## config.mk

```make
export PLATFORM = sky130hd
export DESIGN_NAME = yuv_rgb_packer
export DESIGN_NICKNAME = d
export VERILOG_FILES = /design/src/rtl/yuv_rgb_packer.sv
export SDC_FILE = /design/constraint.sdc
export NUM_CORES = 1
export LEC_CHECK = 0
export BUFFER_PORTS_ARGS = -buffer_cell sky130_fd_sc_hd__buf_2
export CORE_UTILIZATION = 65
export CTS_CLUSTER_SIZE = 24
export DETAILED_ROUTE_END_ITERATION = 8
export PLACE_DENSITY = 0.83
export SLEW_MARGIN = 40
export SYNTH_ARGS = -nofsm -noshare
export SYNTH_HDL_FRONTEND = slang
export SYNTH_SLANG_ARGS = --single-unit
```

## constraint.sdc

```tcl
create_clock -name Clock_50 -period 5.9 [get_ports Clock_50]
set_clock_uncertainty 0.2 [all_clocks]
set_input_delay 0.295 -clock Clock_50 [delete_from_list [all_inputs] [get_ports Clock_50]]
set_output_delay 0.295 -clock Clock_50 [all_outputs]
set_load 0.05 [all_outputs]
```

## src/rtl/yuv_rgb_packer.sv

```systemverilog
// YUV->RGB back end: 3-stage fixed-point colour conversion with clipping, then packs
// two RGB pixels into three 16-bit SRAM words with sequential, frame-wrapping addresses.
module yuv_rgb_packer #(
  parameter logic [17:0] RGB_BASE_ADDR = 18'd146944,
  parameter int          FRAME_WORDS   = 115200
) (
  input  logic        Clock_50,
  input  logic        Reset,
  input  logic        pix_valid,
  output logic        pix_ready,
  input  logic [7:0]  pix_Y,
  input  logic [7:0]  pix_U,
  input  logic [7:0]  pix_V,
  output logic        wr_valid,
  input  logic        wr_ready,
  output logic [15:0] wr_data,
  output logic [17:0] wr_address,
  output logic        frame_done,
  output logic [1:0]  pack_state
);

  // Handshake: a transfer happens on a rising edge where valid & ready are both high;
  // a producer holding valid keeps its payload stable until that edge.

  localparam logic [1:0]  S_P0    = 2'd0;
  localparam logic [1:0]  S_P1    = 2'd1;
  localparam logic [1:0]  S_FLUSH = 2'd2;
  localparam logic [17:0] LAST_ADDR = RGB_BASE_ADDR + 18'(FRAME_WORDS - 1);

  function automatic logic signed [31:0] sx9(input logic signed [8:0] a);
    return {{23{a[8]}}, a};
  endfunction

  function automatic logic [7:0] clip8(input logic signed [31:0] a);
    if (a[31])
      return 8'd0;
    else if (|a[30:8])
      return 8'hFF;
    else
      return a[7:0];
  endfunction

  logic               s1_valid, s2_valid, s3_valid;
  logic signed [8:0]  s1_y, s1_u, s1_v;
  logic signed [31:0] s2_ry, s2_rv, s2_gu, s2_gv, s2_bu;
  logic [7:0]         s3_r, s3_g, s3_b;
  logic signed [31:0] r_sum, g_sum, b_sum;

  logic [1:0]  state;
  logic [7:0]  b0_hold;
  logic [15:0] g1b1_hold;

  logic reg_free, pack_pixel, s3_take, word_load, wr_fire;
  logic s1_en, s2_en, s3_en, pix_fire;

  // Any stage advances when the stage after it is empty or moving on this cycle.
  assign reg_free   = ~wr_valid | wr_ready;
  assign pack_pixel = (state == S_P0) | (state == S_P1);
  assign s3_take    = s3_valid & reg_free & pack_pixel;
  assign word_load  = s3_take | (~pack_pixel & reg_free);
  assign wr_fire    = wr_valid & wr_ready;
  assign s3_en      = ~s3_valid | s3_take;
  assign s2_en      = ~s2_valid | s3_en;
  assign s1_en      = ~s1_valid | s2_en;
  assign pix_ready  = ~Reset & s1_en;
  assign pix_fire   = pix_valid & pix_ready;
  assign pack_state = state;

  assign r_sum = s2_ry + s2_rv;
  assign g_sum = s2_ry - s2_gu - s2_gv;
  assign b_sum = s2_ry + s2_bu;

  always_ff @(posedge Clock_50) begin
    if (Reset) begin
      s1_valid <= 1'b0;
      s2_valid <= 1'b0;
      s3_valid <= 1'b0;
    end else begin
      if (s1_en) s1_valid <= pix_fire;
      if (s2_en) s2_valid <= s1_valid;
      if (s3_en) s3_valid <= s2_valid;
    end
  end

  always_ff @(posedge Clock_50) begin
    if (pix_fire) begin
      s1_y <= {1'b0, pix_Y} - 9'd16;
      s1_u <= {1'b0, pix_U} - 9'd128;
      s1_v <= {1'b0, pix_V} - 9'd128;
    end
    if (s2_en) begin
      s2_ry <= sx9(s1_y) * 32'sd76284;
      s2_rv <= sx9(s1_v) * 32'sd104595;
      s2_gu <= sx9(s1_u) * 32'sd25624;
      s2_gv <= sx9(s1_v) * 32'sd53281;
      s2_bu <= sx9(s1_u) * 32'sd132251;
    end
    if (s3_en) begin
      s3_r <= clip8(r_sum >>> 16);
      s3_g <= clip8(g_sum >>> 16);
      s3_b <= clip8(b_sum >>> 16);
    end
  end

  // Byte order across a pixel pair: {R0,G0}, {B0,R1}, {G1,B1}.
  always_ff @(posedge Clock_50) begin
    if (Reset) begin
      state     <= S_P0;
      wr_valid  <= 1'b0;
      wr_data   <= 16'd0;
      b0_hold   <= 8'd0;
      g1b1_hold <= 16'd0;
    end else if (word_load) begin
      wr_valid <= 1'b1;
      case (state)
        S_P0: begin
          wr_data <= {s3_r, s3_g};
          b0_hold <= s3_b;
          state   <= S_P1;
        end
        S_P1: begin
          wr_data   <= {b0_hold, s3_r};
          g1b1_hold <= {s3_g, s3_b};
          state     <= S_FLUSH;
        end
        default: begin
          wr_data <= g1b1_hold;
          state   <= S_P0;
        end
      endcase
    end else if (wr_fire) begin
      wr_valid <= 1'b0;
    end
  end

  always_ff @(posedge Clock_50) begin
    if (Reset) begin
      wr_address <= RGB_BASE_ADDR;
      frame_done <= 1'b0;
    end else begin
      frame_done <= wr_fire & (wr_address == LAST_ADDR);
      if (wr_fire) begin
        if (wr_address == LAST_ADDR)
          wr_address <= RGB_BASE_ADDR;
        else
          wr_address <= wr_address + 18'd1;
      end
    end
  end

endmodule

```

==> out/summary.json <==
{
  "global_routing": {
    "maximum_number_of_pins_on_one_net_before_global_route_repair": 68,
    "grt_pass1_wl_mm": 77.3,
    "antenna_found_initial": 0,
    "first_global_vias": 15517,
    "track_usage": 0.294,
    "global_route.overflow_total": 0
  },
  "pwr": {
    "peakVddDrop_v": 0.000368,
    "power.density_cell_area_nw_per_um2": 532,
    "cellLeakagePower_uw": 0.0113
  },
  "timing": {
    "period_share": 0.947,
    "final_report_setup_violation_count": 0,
    "relSlewSlack": 0.467,
    "timing_hold_violations_final": 0,
    "finalWorstPathRequiredPeriod_ns": 5.59,
    "drv_slew": 0,
    "max_freq_ghz": 0.179,
    "worst-slew-pin-transition_ns": 0.795,
    "unrepaired_setup_endpoints_after_global_routing": "yes",
    "final.setup.tns_ns": 0
  },
  "finish": {
    "layout.cells.non_filler": 2630,
    "final_nets": 2764,
    "drive_above_1_share": 0.0815,
    "fin_area_um2": 23500,
    "area_growth_syn_to_layout_pct": 10.4,
    "insertedDiodeCount": 0
  },
  "critical_path": {
    "crit_path_end_kind": "flip-flop",
    "critical-path-max-stage-delay_ns": 0.60,
    "timing.critical_path.arrival_ns": 5.68,
    "critical_path.most_common_cell": "sky130_fd_sc_hd__fa_1",
    "path_class": "reg2reg",
    "path_delay_family": "adder cells",
    "critical_path_buf_inv_count": 0,
    "crit_path_start_kind": "flip-flop",
    "worstPathMaxFanout": 6,
    "critical_path_required_ns": 6.00,
    "worstPathCellList": "fa_2 -> fa_1 -> fa_1 -> fa_1 -> fa_1 -> ha_1 -> o21ai_0 -> o21ai_0 -> nand3_1 -> a21oi_2 -> a41oi_1 -> a21oi_1 -> a41o_1 -> o41ai_2 -> xnor2_1",
    "slowest_stage": "sky130_fd_sc_hd__fa_1"
  },
  "synth": {
    "postSynth.asyncResetShare": 0,
    "ys_seq_area_frac": 0.304,
    "yosys.area.top_type_share": 0.262,
    "mappedNetlistArea_um2": 21300,
    "synth_fp_nets": 2640,
    "synthTopCellsByCount": "sky130_fd_sc_hd__ha_1 (446), sky130_fd_sc_hd__inv_1 (303), sky130_fd_sc_hd__edfxtp_1 (172)",
    "synth_xor_area_frac": 0.0527,
    "yosys.cell_types.count": 73,
    "post_synth_and_or_nand_nor_area_fraction": 0.0815,
    "synth_top_area_cell": "sky130_fd_sc_hd__ha_1",
    "netlist_top_cells_area": "sky130_fd_sc_hd__ha_1 (26%), sky130_fd_sc_hd__edfxtp_1 (24%), sky130_fd_sc_hd__fa_1 (11%)",
    "synth_top_family_by_area": "adder cells",
    "synth.most_common_cell": "sky130_fd_sc_hd__ha_1",
    "synth_enable_flop_cells": 172,
    "synth.ff_latch_count": 237,
    "cell_count_after_synthesis": 2050,
    "synth-adder-area-share": 0.371,
    "synth_top_flop_cell": "sky130_fd_sc_hd__edfxtp_1",
    "synth_mux_area_frac": 0.0127,
    "ys_warn_count": 0,
    "synth_area_per_cell_um2": 10.4,
    "synth-compound-area-share": 0.121
  },
  "floorplanning": {
    "core_area_um2": 31900,
    "num_rows": 65,
    "dieArea_um2": 33500,
    "die-height_um": 183,
    "initial_utilization": 0.667,
    "floorplan.io_pins": 67,
    "die-width_um": 183
  },
  "placed_design": {
    "numPlacedInstances": 2549,
    "gp_congestion": 0.929,
    "portBuffers": 66,
    "detailedPlacementHpwl_mm": 37.8,
    "placed_cell_area_um2": 22200
  },
  "routing": {
    "iteration_0_drc_markers": 936,
    "drtAntennaViolNets": 0,
    "wl_per_cell_um": 18.3,
    "detail_route.first_pass.iterations": 7,
    "via_per_inst": 5.87,
    "num_vias": 15431,
    "total_wirelength_of_the_detailed_routed_design_mm": 48.2,
    "drcViolationCount": 0
  },
  "flow_run": {
    "maxCapViolCount": 0
  },
  "clock_network": {
    "cts_tree": "built",
    "clkSlewWorstSetupHoldPaths_ns": 0.06,
    "clock_buffers_created_by_tritoncts": 27,
    "cts_max_level": 1,
    "clock_insertion_delay_worst_skew_ns": 0.55,
    "clock_path_buffers": 3,
    "clock_tree.root_cell": "sky130_fd_sc_hd__clkbuf_16",
    "clkSinkCount": 237
  },
  "min_path": {
    "hold_path.class": "reg2reg"
  },
  "status": {
    "run_status": "finished clean"
  }
}
==> layout by cell type, fill, tap and decap left out, types with 14 or more instances in the layout <==
| cell type | synthesis | layout |
|---|---|---|
| sky130_fd_sc_hd__o21a_1 | 15 | 15 |
| sky130_fd_sc_hd__buf_4 | 0 | 22 |
| sky130_fd_sc_hd__xor2_1 | 42 | 42 |
| sky130_fd_sc_hd__nor3_1 | 30 | 30 |
| sky130_fd_sc_hd__xnor2_1 | 86 | 86 |
| sky130_fd_sc_hd__dlygate4sd3_1 | 0 | 29 |
| sky130_fd_sc_hd__a21oi_1 | 160 | 159 |
| sky130_fd_sc_hd__o21ai_0 | 40 | 40 |
| sky130_fd_sc_hd__dfxtp_1 | 65 | 64 |
| sky130_fd_sc_hd__ha_1 | 446 | 446 |
| sky130_fd_sc_hd__a21o_1 | 37 | 37 |
| sky130_fd_sc_hd__nor2_1 | 141 | 141 |
| sky130_fd_sc_hd__fa_1 | 116 | 115 |
| sky130_fd_sc_hd__clkbuf_16 | 0 | 27 |
| sky130_fd_sc_hd__edfxtp_1 | 172 | 172 |
| sky130_fd_sc_hd__nand2_1 | 103 | 102 |
| sky130_fd_sc_hd__or2_2 | 14 | 14 |
| sky130_fd_sc_hd__buf_2 | 0 | 65 |
| sky130_fd_sc_hd__nand3_1 | 32 | 32 |
| sky130_fd_sc_hd__inv_1 | 303 | 302 |
| sky130_fd_sc_hd__a31oi_1 | 21 | 20 |
| sky130_fd_sc_hd__mux2i_1 | 27 | 27 |
==> per-stage QoR <==
step	total power (uW)	utilization	hold slack, ns	worst slack [ns]
after floorplan	8590	-	0.194	0.586
after global placement	10100	0.697	0.242	0.431
after detailed placement	10500	0.698	0.246	0.236
after CTS	12400	0.735	0.124	0.185
after global routing	13500	0.737	0.255	-0.0188
final	12500	0.737	0.256	0.314
==> final cells by class <==
class / instances / area [um2]
Clock buffer: 29 / 683
Clock inverter: 21 / 241
Fill cell: 2178 / 8400
Inverter: 303 / 1140
Multi-Input combinational cell: 1489 / 13600
Sequential cell: 237 / 6470
Tap cell: 435 / 544
Timing Repair Buffer: 116 / 781
==> routing by layer <==
| metal | share of wire | GRT usage |
|---|---|---|
| met1 | 0.41 | 0.376 |
| met2 | 0.47 | 0.495 |
| met5 | 0 | 0 |
| met4 | 0.048 | 0.133 |
| met3 | 0.069 | 0.0439 |
==> worst paths after layout <==
kind                              from                   endpoint  slack [ns]  cells past startpoint
max                  s1_y[4]$_DFFE_PP_        s2_ry[30]$_DFFE_PP_        0.31                     15
min          g1b1_hold[8]$_SDFFE_PP0P_  g1b1_hold[8]$_SDFFE_PP0P_        0.26                      2
max reg2reg          s1_y[4]$_DFFE_PP_        s2_ry[30]$_DFFE_PP_        0.31                     15
min reg2reg  g1b1_hold[8]$_SDFFE_PP0P_  g1b1_hold[8]$_SDFFE_PP0P_        0.26                      2
==> worst register-to-register path: stages, from the launching register on <==
cell	delay (ns)
sky130_fd_sc_hd__edfxtp_1	0.53
sky130_fd_sc_hd__fa_2	0.48
sky130_fd_sc_hd__fa_1	0.55
sky130_fd_sc_hd__fa_1	0.45
sky130_fd_sc_hd__fa_1	0.60
sky130_fd_sc_hd__fa_1	0.43
sky130_fd_sc_hd__ha_1	0.36
sky130_fd_sc_hd__o21ai_0	0.14
sky130_fd_sc_hd__o21ai_0	0.30
sky130_fd_sc_hd__nand3_1	0.14
sky130_fd_sc_hd__a21oi_2	0.24
sky130_fd_sc_hd__a41oi_1	0.18
sky130_fd_sc_hd__a21oi_1	0.24
sky130_fd_sc_hd__a41o_1	0.27
sky130_fd_sc_hd__o41ai_2	0.08
sky130_fd_sc_hd__xnor2_1	0.14
==> state kept, by name, summed over array words and instances (netlist names), 9 cells and up <==
name and cells:
s2_gu 19, s2_bu 28, g1b1_hold 16, s2_gv 25
wr_address 18, s2_ry 25, wr_data 16, s1_y 9
s2_rv 26
==> timing repair <==
item	CTS	global route
setup endpoints to repair	0	5
endpoints found under the hold margin	27	1
resized for setup	0	3
buffers inserted	0	2
hold buffers	28	1
==> cells by family (layout without fill, tap and decap cells) <==
kind of cell	after synthesis	count (layout)
AND/OR/NAND/NOR	385	385
flip-flops	237	237
multiplexers	27	27
AO/OA/AOI/OAI	387	387
buffers and inverters	324	469
adder cells (fa/ha/maj)	562	562
XOR/XNOR	128	128
==> where the power goes <==
group | internal (uW) | switching (uW) | total, uW
clock | 1060 | 709 | 1770
combinational | 3310 | 4450 | 7760
sequential | 2540 | 428 | 2960
total | 6910 | 5590 | 12500
(Power assumes the default switching activity.)
